==> src/rtl/stepper_seq_ctrl.sv <==
// Unipolar stepper sequencer: full/wave/half drive, programmable step period, bounded or continuous moves.
// Outputs are registered from next-state; hold freezes the step divider, stop aborts a run.
module stepper_seq_ctrl #(
   parameter int DIV_W   = 16,
   parameter int CNT_W   = 16,
   parameter int POS_W   = 16,
   parameter bit HOLD_EN = 1'b1
) (
   input  logic             clk,
   input  logic             rst_n,
   input  logic             start,
   input  logic [CNT_W-1:0] steps_n,
   input  logic             dir,
   input  logic [1:0]       mode,
   input  logic [DIV_W-1:0] period,
   input  logic             hold,
   input  logic             stop,
   output logic [3:0]       coil,
   output logic             busy,
   output logic             done,
   output logic [POS_W-1:0] position,
   output logic [3:0]       ledsR,
   output logic [3:0]       ledsG
);

   typedef enum logic [1:0] {S_IDLE, S_RUN, S_DONE} state_t;

   localparam logic [DIV_W-1:0] DIV_ONE = DIV_W'(1);
   localparam logic [CNT_W-1:0] CNT_ONE = CNT_W'(1);
   localparam logic [POS_W-1:0] POS_ONE = POS_W'(1);

   state_t           state_q, state_d;
   logic [2:0]       idx_q, idx_d;
   logic [DIV_W-1:0] div_q, div_d;
   logic [CNT_W-1:0] rem_q, rem_d;
   logic [POS_W-1:0] pos_q, pos_d;
   logic             dir_q, dir_d;
   logic [1:0]       mode_q, mode_d;
   logic [DIV_W-1:0] period_q, period_d;
   logic             energ_q, energ_d;
   logic [3:0]       coil_q, coil_d;
   logic [3:0]       ledsr_q, ledsr_d;
   logic [3:0]       ledsg_q, ledsg_d;
   logic             busy_q, busy_d;
   logic             done_q, done_d;

   logic [2:0]       delta;
   logic [2:0]       idx_step;
   logic             drive;

   function automatic logic [3:0] phase(input logic [2:0] i);
      logic [3:0] p;
      case (i)
         3'd0:    p = 4'b0110;
         3'd1:    p = 4'b0100;
         3'd2:    p = 4'b0101;
         3'd3:    p = 4'b0001;
         3'd4:    p = 4'b1001;
         3'd5:    p = 4'b1000;
         3'd6:    p = 4'b1010;
         default: p = 4'b0010;
      endcase
      return p;
   endfunction

   // Even indices are the full-step set, odd the wave set; a 1-step jump re-aligns to the mode's set.
   always_comb begin
      case (mode_q)
         2'b10:   delta = 3'd1;
         2'b01:   delta = idx_q[0] ? 3'd2 : 3'd1;
         default: delta = idx_q[0] ? 3'd1 : 3'd2;
      endcase
      idx_step = dir_q ? (idx_q + delta) : (idx_q - delta);
   end

   always_comb begin
      state_d  = state_q;
      idx_d    = idx_q;
      div_d    = div_q;
      rem_d    = rem_q;
      pos_d    = pos_q;
      dir_d    = dir_q;
      mode_d   = mode_q;
      period_d = period_q;
      energ_d  = energ_q;

      case (state_q)
         S_IDLE: begin
            if (start) begin
               state_d  = S_RUN;
               dir_d    = dir;
               mode_d   = mode;
               period_d = period;
               rem_d    = steps_n;
               div_d    = '0;
               energ_d  = 1'b1;
            end
         end
         S_RUN: begin
            if (stop) begin
               state_d = S_DONE;
            end else if (!hold) begin
               if (div_q == period_q) begin
                  div_d = '0;
                  idx_d = idx_step;
                  pos_d = dir_q ? (pos_q + POS_ONE) : (pos_q - POS_ONE);
                  // rem of zero while running marks a continuous move
                  if (rem_q != '0) begin
                     rem_d = rem_q - CNT_ONE;
                     if (rem_q == CNT_ONE) state_d = S_DONE;
                  end
               end else begin
                  div_d = div_q + DIV_ONE;
               end
            end
         end
         S_DONE:  state_d = S_IDLE;
         default: state_d = S_IDLE;
      endcase

      // Coils stay de-energised after reset until the first move, even with hold enabled.
      drive   = (state_d == S_RUN) || (HOLD_EN && energ_d);
      coil_d  = drive ? phase(idx_d) : 4'b0000;
      ledsr_d = dir_d ? coil_d : 4'b0000;
      ledsg_d = dir_d ? 4'b0000 : coil_d;
      busy_d  = (state_d == S_RUN);
      done_d  = (state_d == S_DONE);
   end

   always_ff @(posedge clk or negedge rst_n) begin
      if (!rst_n) begin
         state_q  <= S_IDLE;
         idx_q    <= '0;
         div_q    <= '0;
         rem_q    <= '0;
         pos_q    <= '0;
         dir_q    <= 1'b0;
         mode_q   <= 2'b00;
         period_q <= '0;
         energ_q  <= 1'b0;
         coil_q   <= 4'b0000;
         ledsr_q  <= 4'b0000;
         ledsg_q  <= 4'b0000;
         busy_q   <= 1'b0;
         done_q   <= 1'b0;
      end else begin
         state_q  <= state_d;
         idx_q    <= idx_d;
         div_q    <= div_d;
         rem_q    <= rem_d;
         pos_q    <= pos_d;
         dir_q    <= dir_d;
         mode_q   <= mode_d;
         period_q <= period_d;
         energ_q  <= energ_d;
         coil_q   <= coil_d;
         ledsr_q  <= ledsr_d;
         ledsg_q  <= ledsg_d;
         busy_q   <= busy_d;
         done_q   <= done_d;
      end
   end

   assign coil     = coil_q;
   assign busy     = busy_q;
   assign done     = done_q;
   assign position = pos_q;
   assign ledsR    = ledsr_q;
   assign ledsG    = ledsg_q;

endmodule

==> config.mk <==
export PLATFORM = sky130hd
export DESIGN_NAME = stepper_seq_ctrl
export DESIGN_NICKNAME = d
export VERILOG_FILES = /design/src/rtl/stepper_seq_ctrl.sv
export SDC_FILE = /design/constraint.sdc
export NUM_CORES = 1
export LEC_CHECK = 0
export BUFFER_PORTS_ARGS = -buffer_cell sky130_fd_sc_hd__buf_2
export CAP_MARGIN = 40
export CORE_ASPECT_RATIO = 0.8
export CORE_UTILIZATION = 50
export CTS_CLUSTER_DIAMETER = 50
export DETAILED_ROUTE_END_ITERATION = 12
export HOLD_SLACK_MARGIN = 0.15
export PLACE_DENSITY = 0.74
export SLEW_MARGIN = 15
export SYNTH_ARGS = -nofsm -noshare
export SYNTH_HDL_FRONTEND = slang
export SYNTH_SLANG_ARGS = --single-unit
==> constraint.sdc <==
create_clock -name clk -period 2.4 [get_ports clk]
set_input_delay 0.48 -clock clk [delete_from_list [all_inputs] [get_ports clk]]
set_output_delay 0.48 -clock clk [all_outputs]
set_load 0.1 [all_outputs]
# Word-level counts from Yosys, hierarchy flattened
# Index checks and enable logic that the tools add are counted.
# W data, S select, Z words.
# totals
ff_bits	87
inputBits	40
out_inout_bits	30
elab_cells	84
# classes
addsub	6
n_eq_ne	18
muxes	35
bitwise	2
n_reduce_logical	9
# op_table
operator	count
$mux W16	10
$pmux W16 S2	2
$add A16 B1 Y16 const B	2
$sub A16 B1 Y16 const B	2
$pmux W4 S7	1
$eq A16 B1 Y1 const B	1
$eq A16 B16 Y1	1
$mux W2	8
$reduce_bool A16 Y1	1
$mux W3	5
$mux W4	3
$ne A2 B2 Y1 const B	5
$eq A3 B3 Y1 const B	3
$pmux W2 S2	2
$reduce_and A4 Y1	2
$eq A2 B1 Y1 const B	3
$eq A3 B2 Y1 const B	2
$reduce_and A6 Y1	1
$eq A2 B2 Y1 const B	2
$mux W1	4
$add A3 B3 Y3	1
$eq A3 B1 Y1 const B	1
$logic_not A3 Y1	1
$sub A3 B3 Y3	1
5 further kinds	6

# Longest topological paths before layout
# depth
depth_word	12
depth_mapped	14
ltp_nobuf	14

# Worst setup path before layout
# Ideal clock, no wire load.
# synth_timing
path_type	reg2reg
start	register pos_q[1], in the netlist position[1]
end	register pos_q[15], in the netlist position[15]
setup_ns	0.158
t_arrival_ns	2.570
t_required_ns	2.242
setup_slack_ns	-0.328
path_stages_with_launch	8
n_path_buf	0
synth_period_minus_slack_ns	2.728
cell_sequence	dfrtp_1 ha_1 a211oi_1 o21bai_1 a311o_1 o21ai_0 mux2i_1 xnor2_1
# synth_via
elab_chain_cells	2
elab_cells_between_ends	3
cone_classes	2 x add/sub; 1 x mux
# synth_lines
element	line	rtl
start: declaration	36	logic [POS_W-1:0] pos_q, pos_d;
start signal: assignment	151	pos_q <= pos_d;
$sub A16 B1 Y16 / $add A16 B1 Y16 (equally long branches)	106	pos_d = dir_q ? (pos_q + POS_ONE) : (pos_q - POS_ONE);
$mux W16 (*)	106	
# Every way passes the cells marked *; elsewhere a longest branch is shown, timed or not.
# A chain may end at the register's enable or synchronous reset.

# Final worst setup path
# layout_timing
start	register mode_q[0]
end	register ledsg_q[3], in the netlist ledsG[3]
# layout_via
elab_chain_cells	12
elab_cells_between_ends	20
cone_classes	2 x add/sub; 8 x eq/ne; 9 x mux; 1 x reduce/logical
# layout_lines
element	line	rtl
start: declaration	38	logic [1:0] mode_q, mode_d;
start signal: assignment	153	mode_q <= mode_d;
$eq A2 B1 Y1 / $eq A2 B2 Y1 (equally long branches)	68	case (mode_q)
$pmux W2 S2 (*)	68	
$sub A3 B3 Y3 / $add A3 B3 Y3 (equally long branches)	73	idx_step = dir_q ? (idx_q + delta) : (idx_q - delta);
$mux W3 (*)	73	
$mux W3 (*)	103	if (div_q == period_q) begin
$mux W3 (*)	102	end else if (!hold) begin
$mux W3 (*)	100	if (stop) begin
$mux W3 (*)	87	case (state_q)
$eq A3 B3 Y1 (tied with other cells)	53	case (i)
$pmux W4 S7 (*)	53	
$mux W4 (*)	123	coil_d = drive ? phase(idx_d) : 4'b0000;
$mux W4 (*)	125	ledsg_d = dir_d ? 4'b0000 : coil_d;
net ledsg_d[3]	43	logic [3:0] ledsg_q, ledsg_d;
end signal: assignment	158	ledsg_q <= ledsg_d;
end: declaration	43	
# The timed path passes the listed nets; every way through them passes the cells marked *.

==> results.md <==
* CP max FO at 4
* Global-route usage over all layers at 0.247
* Clk slew on worst S/H paths at 0.06 ns
* Vias in the first global route at approximately 4400
* Switching power at roughly 2.6 mW
* Seq cells post-synth at between 80 and 90
* Tmin final at approximately 2.9 ns
* Die H at roughly 92 um
* Final Setup Violations at 15
* Int Pwr at about 4 mW
* TritonCTS sink count at 87
* Site Rows at 32
* Critical path launch point type: flip-flop
* Area grow syn2layout at 28.5%
* Fin crit share at 1.21
* RD Place Congestion at 0.923
* Met3 wire len at ~540 um
* Antenna Cells at 0
* Setup Crit Path Kind: flip-flop to flip-flop
* Synth cell types at 71
* Ratio of cells with drive above 1 in the final layout at 0.343
* Max VDD drop at between 0.5 and 0.6 mV
* Routed len/inst at 16.1 um
* Core Area at 0.00973 mm^2
* Ys async rst share at 1.00
* Commonest non-fill, non-tap cell in the layout: dfrtp_1
* Fin nets at about 700
* Worst Setup Slack, final at -0.493 ns
* HPWL Detailed at ~8400 um
* Mapped Nets at about 580
* Detail Route met2 WL at 6160 um
* Initial DRC count at between 200 and 300
* Clk pwr share at 0.215
* Status: complete, but fails checks
* Clock Latency Late Sink at 0.35 ns
* Rel. slew slack at 0.547
* Final core utilization at 0.665
* Initial Utilization at 0.518
* Placed cell areas at slightly below 0.006 mm^2
* Max Cap Viol at 0
* Max layer used: met4
* Fin cells at 783
* Leakage at ~3 nW
* Total CTS buffers at 9
* Antenna-violating nets left at 0
* Final slew viol count at 0
* Largest net degree at the start of global routing at 46
* Switching Share at 0.393
* Vias per Instance at around 5.7
* # fillers at about 770
* Port Buf Inserts at 69
* DRC viols at 0
* Most frequent cells in the layout: dfrtp_1 (78), buf_2 (68), nand2_1 (52)
* Post-synthesis cell area at ~0.005 mm^2
* Setup crit start: mode_q[0]$_DFFE_PN0P_
* Ys flop type: dfrtp_1
* Worst Max-Slew Pin Slew at between 0.6 and 0.7 ns
* Synth Area per Inst at a little under 10 um^2
* First-pass GRT wire length at between 20000 and 25000 um
* Worst R2R Start: mode_q[0]$_DFFE_PN0P_
* Maximum clock rate at between 300 and 400 MHz
* Worst Path Arrival at between 3 and 4 ns
* Top Ports at 70
* Mapped Cells at 520
* CTS tree: done
* Unrepaired setup endpoints after global routing: true
* H-tree depth at 3
* Grt total ovfl at 0
* Seq/Total Area, Yosys at 0.432
* Hold Crit Class: primary input to flip-flop
* Hold_sp: mode[1]
* WP data required at ~2.6 ns
* Max clock buf depth at 2
* Register share of total power at 0.322
* Clock skew at between 0.008 and 0.009 ns
* Design Area, Final at ~0.0065 mm^2
* DR pass1 iterations at 5
* Dpl cells at 746
* Die ar. at 0.0105 mm^2
* Violated checks: setup timing
* Vias post-DR at about 4400
* Ys Warns at 0
* CP endpoint kind: flip-flop
* Reg area at around 0.0022 mm^2
* Initial antenna violation count at 0
* Multi-input gate area at 0.00285 mm^2
* Fin. Hold Viols at 0
* Clock Tree Root: clkbuf_16
* PD cells at ~1000 mW/mm^2
* Metal1 wirelength at 5510 um
* Final wirelength at roughly 13000 um
* Die span in x at between 100 and 150 um
* Comb pwr share at 0.463
* Post-synth EDFFs at 0
## what timing repair did
action                                  in CTS  in global routing
pin swaps                                    4                  1
gates resized for setup                     17                 31
hold endpoints to repair                    18                  0
hold buffers                                 1                  0
setup buffers                               18                  2
endpoints found under the setup margin      16                 25
## path summary, 6_finish.rpt
check | end | slack, ns | depth (start not counted)
setup reg to reg | ledsG[3]$_DFF_PN0_ | -0.49 | 12
setup / recovery | ledsG[3]$_DFF_PN0_ | -0.49 | 12
hold reg to reg | energ_q$_DFF_PN0_ | 0.49 | 1
hold / removal | mode_q[1]$_DFFE_PN0P_ | 0.34 | 3
max in group asynchronous | rem_q[10]$_DFFE_PN0P_ | 1.21 | 3
min in group asynchronous | position[4]$_DFFE_PN0P_ | 0.56 | 2
## state kept, by name, summed over array words and instances (netlist names), 3 cells and up
| signal | flops |
|---|---|
| div_q | 16 |
| period_q | 16 |
| position | 16 |
| rem_q | 16 |
| coil | 4 |
| ledsG | 4 |
| ledsR | 4 |
| idx_q | 3 |
## logic make-up (layout without fill, tap and decap cells)
group / Yosys count / after routing / synth area share
buffers and inverters: 37 / 164 / 0.0340
multiplexers: 20 / 20 / 0.0440
flip-flops: 87 / 87 / 0.432
AO/OA/AOI/OAI: 133 / 133 / 0.170
XOR/XNOR: 42 / 42 / 0.0730
adder cells (fa/ha/maj): 22 / 22 / 0.0576
AND/OR/NAND/NOR: 179 / 179 / 0.189
## cell usage after synthesis, types with 2 or more instances
| master | count | area (um^2) |
|---|---|---|
| dfrtp_1 | 87 | 2180 |
| nand2_1 | 53 | 199 |
| nor2_1 | 37 | 139 |
| o21ai_0 | 37 | 185 |
| xor2_1 | 29 | 254 |
| a21oi_1 | 28 | 140 |
| ha_1 | 20 | 250 |
| mux2_2 | 17 | 191 |
| nand3_1 | 17 | 85.1 |
| inv_1 | 15 | 56.3 |
| clkbuf_1 | 13 | 48.8 |
| xnor2_1 | 13 | 114 |
| nor3_1 | 11 | 55.1 |
| a211oi_1 | 9 | 67.6 |
| nor4_1 | 8 | 50.1 |
| a21o_1 | 7 | 52.6 |
| o2bb2ai_1 | 7 | 61.3 |
| or3_1 | 7 | 43.8 |
| a31oi_1 | 6 | 37.5 |
| nand4_1 | 6 | 37.5 |
| o211ai_1 | 6 | 45.0 |
| nand2b_1 | 5 | 31.3 |
| o31ai_1 | 5 | 37.5 |
| or2_2 | 5 | 31.3 |
| o21a_1 | 4 | 30.0 |
| o22ai_1 | 4 | 25.0 |
| buf_6 | 3 | 33.8 |
| mux2i_1 | 3 | 30.0 |
| nor3_2 | 3 | 30.0 |
| nor4_2 | 3 | 37.5 |
| a211o_1 | 2 | 17.5 |
| a22oi_1 | 2 | 15.0 |
| and3_1 | 2 | 12.5 |
| buf_2 | 2 | 10.0 |
| buf_4 | 2 | 15.0 |
| fa_1 | 2 | 40.0 |
| nand4_2 | 2 | 25.0 |
| nand4b_1 | 2 | 17.5 |
| nor2b_1 | 2 | 12.5 |
| or4_1 | 2 | 15.0 |
| or4_4 | 2 | 22.5 |
## area by class of cell
| cell class | count | area share |
|---|---|---|
| multi-input cells | 396 | 0.440 |
| flip-flops and latches | 87 | 0.338 |
| repair buffers | 132 | 0.141 |
| clock buffers | 11 | 0.0359 |
| well taps | 136 | 0.0263 |
| inverters | 16 | 0.00966 |
| clock inverters | 5 | 0.00889 |
## power groups by stage
| stage | Clock (mW) | Combinational [mW] | Sequential (mW) |
|---|---|---|---|
| after floorplan | 0 | 1.54 | 2.33 |
| after global placement | 0 | 2.41 | 2.09 |
| after detailed placement | 0 | 2.50 | 2.11 |
| after CTS | 1.43 | 2.78 | 2.08 |
| after global routing | 1.49 | 3.27 | 2.13 |
| final | 1.40 | 3.01 | 2.09 |
## worst max-delay path: stages (launching register included)
cell and delay [ns]:
dfrtp_1 0.41, inv_2 0.07, ha_4 0.27, o31ai_2 0.31
ha_1 0.30, o21ai_2 0.17, fa_2 0.25, xnor2_2 0.12
nand2_2 0.12, nor3_4 0.24, nor2_4 0.08, buf_4 0.16
nor4_4 0.28
## per-layer routing
metal / up-vias / track usage
li1: 2127 / -
met1: 2144 / 0.322
met2: 131 / 0.398
met3: 35 / 0.0582
met4: 0 / 0.0963
met5: - / 0
## per-stage QoR
step	total power [mW]	setup WS (ns)	hold WS [ns]	setup TNS (ns)
3_3_place_gp	4.50	-0.232	0.386	-2.19
2_1_floorplan	3.86	-0.123	0.184	-1.03
5_1_grt	6.89	-0.572	0.353	-6.61
4_1_cts	6.29	-0.336	0.332	-3.45
3_5_place_dp	4.61	-0.360	0.397	-3.53
6_report	6.50	-0.493	0.342	-5.11
(Power assumes the default switching activity.)
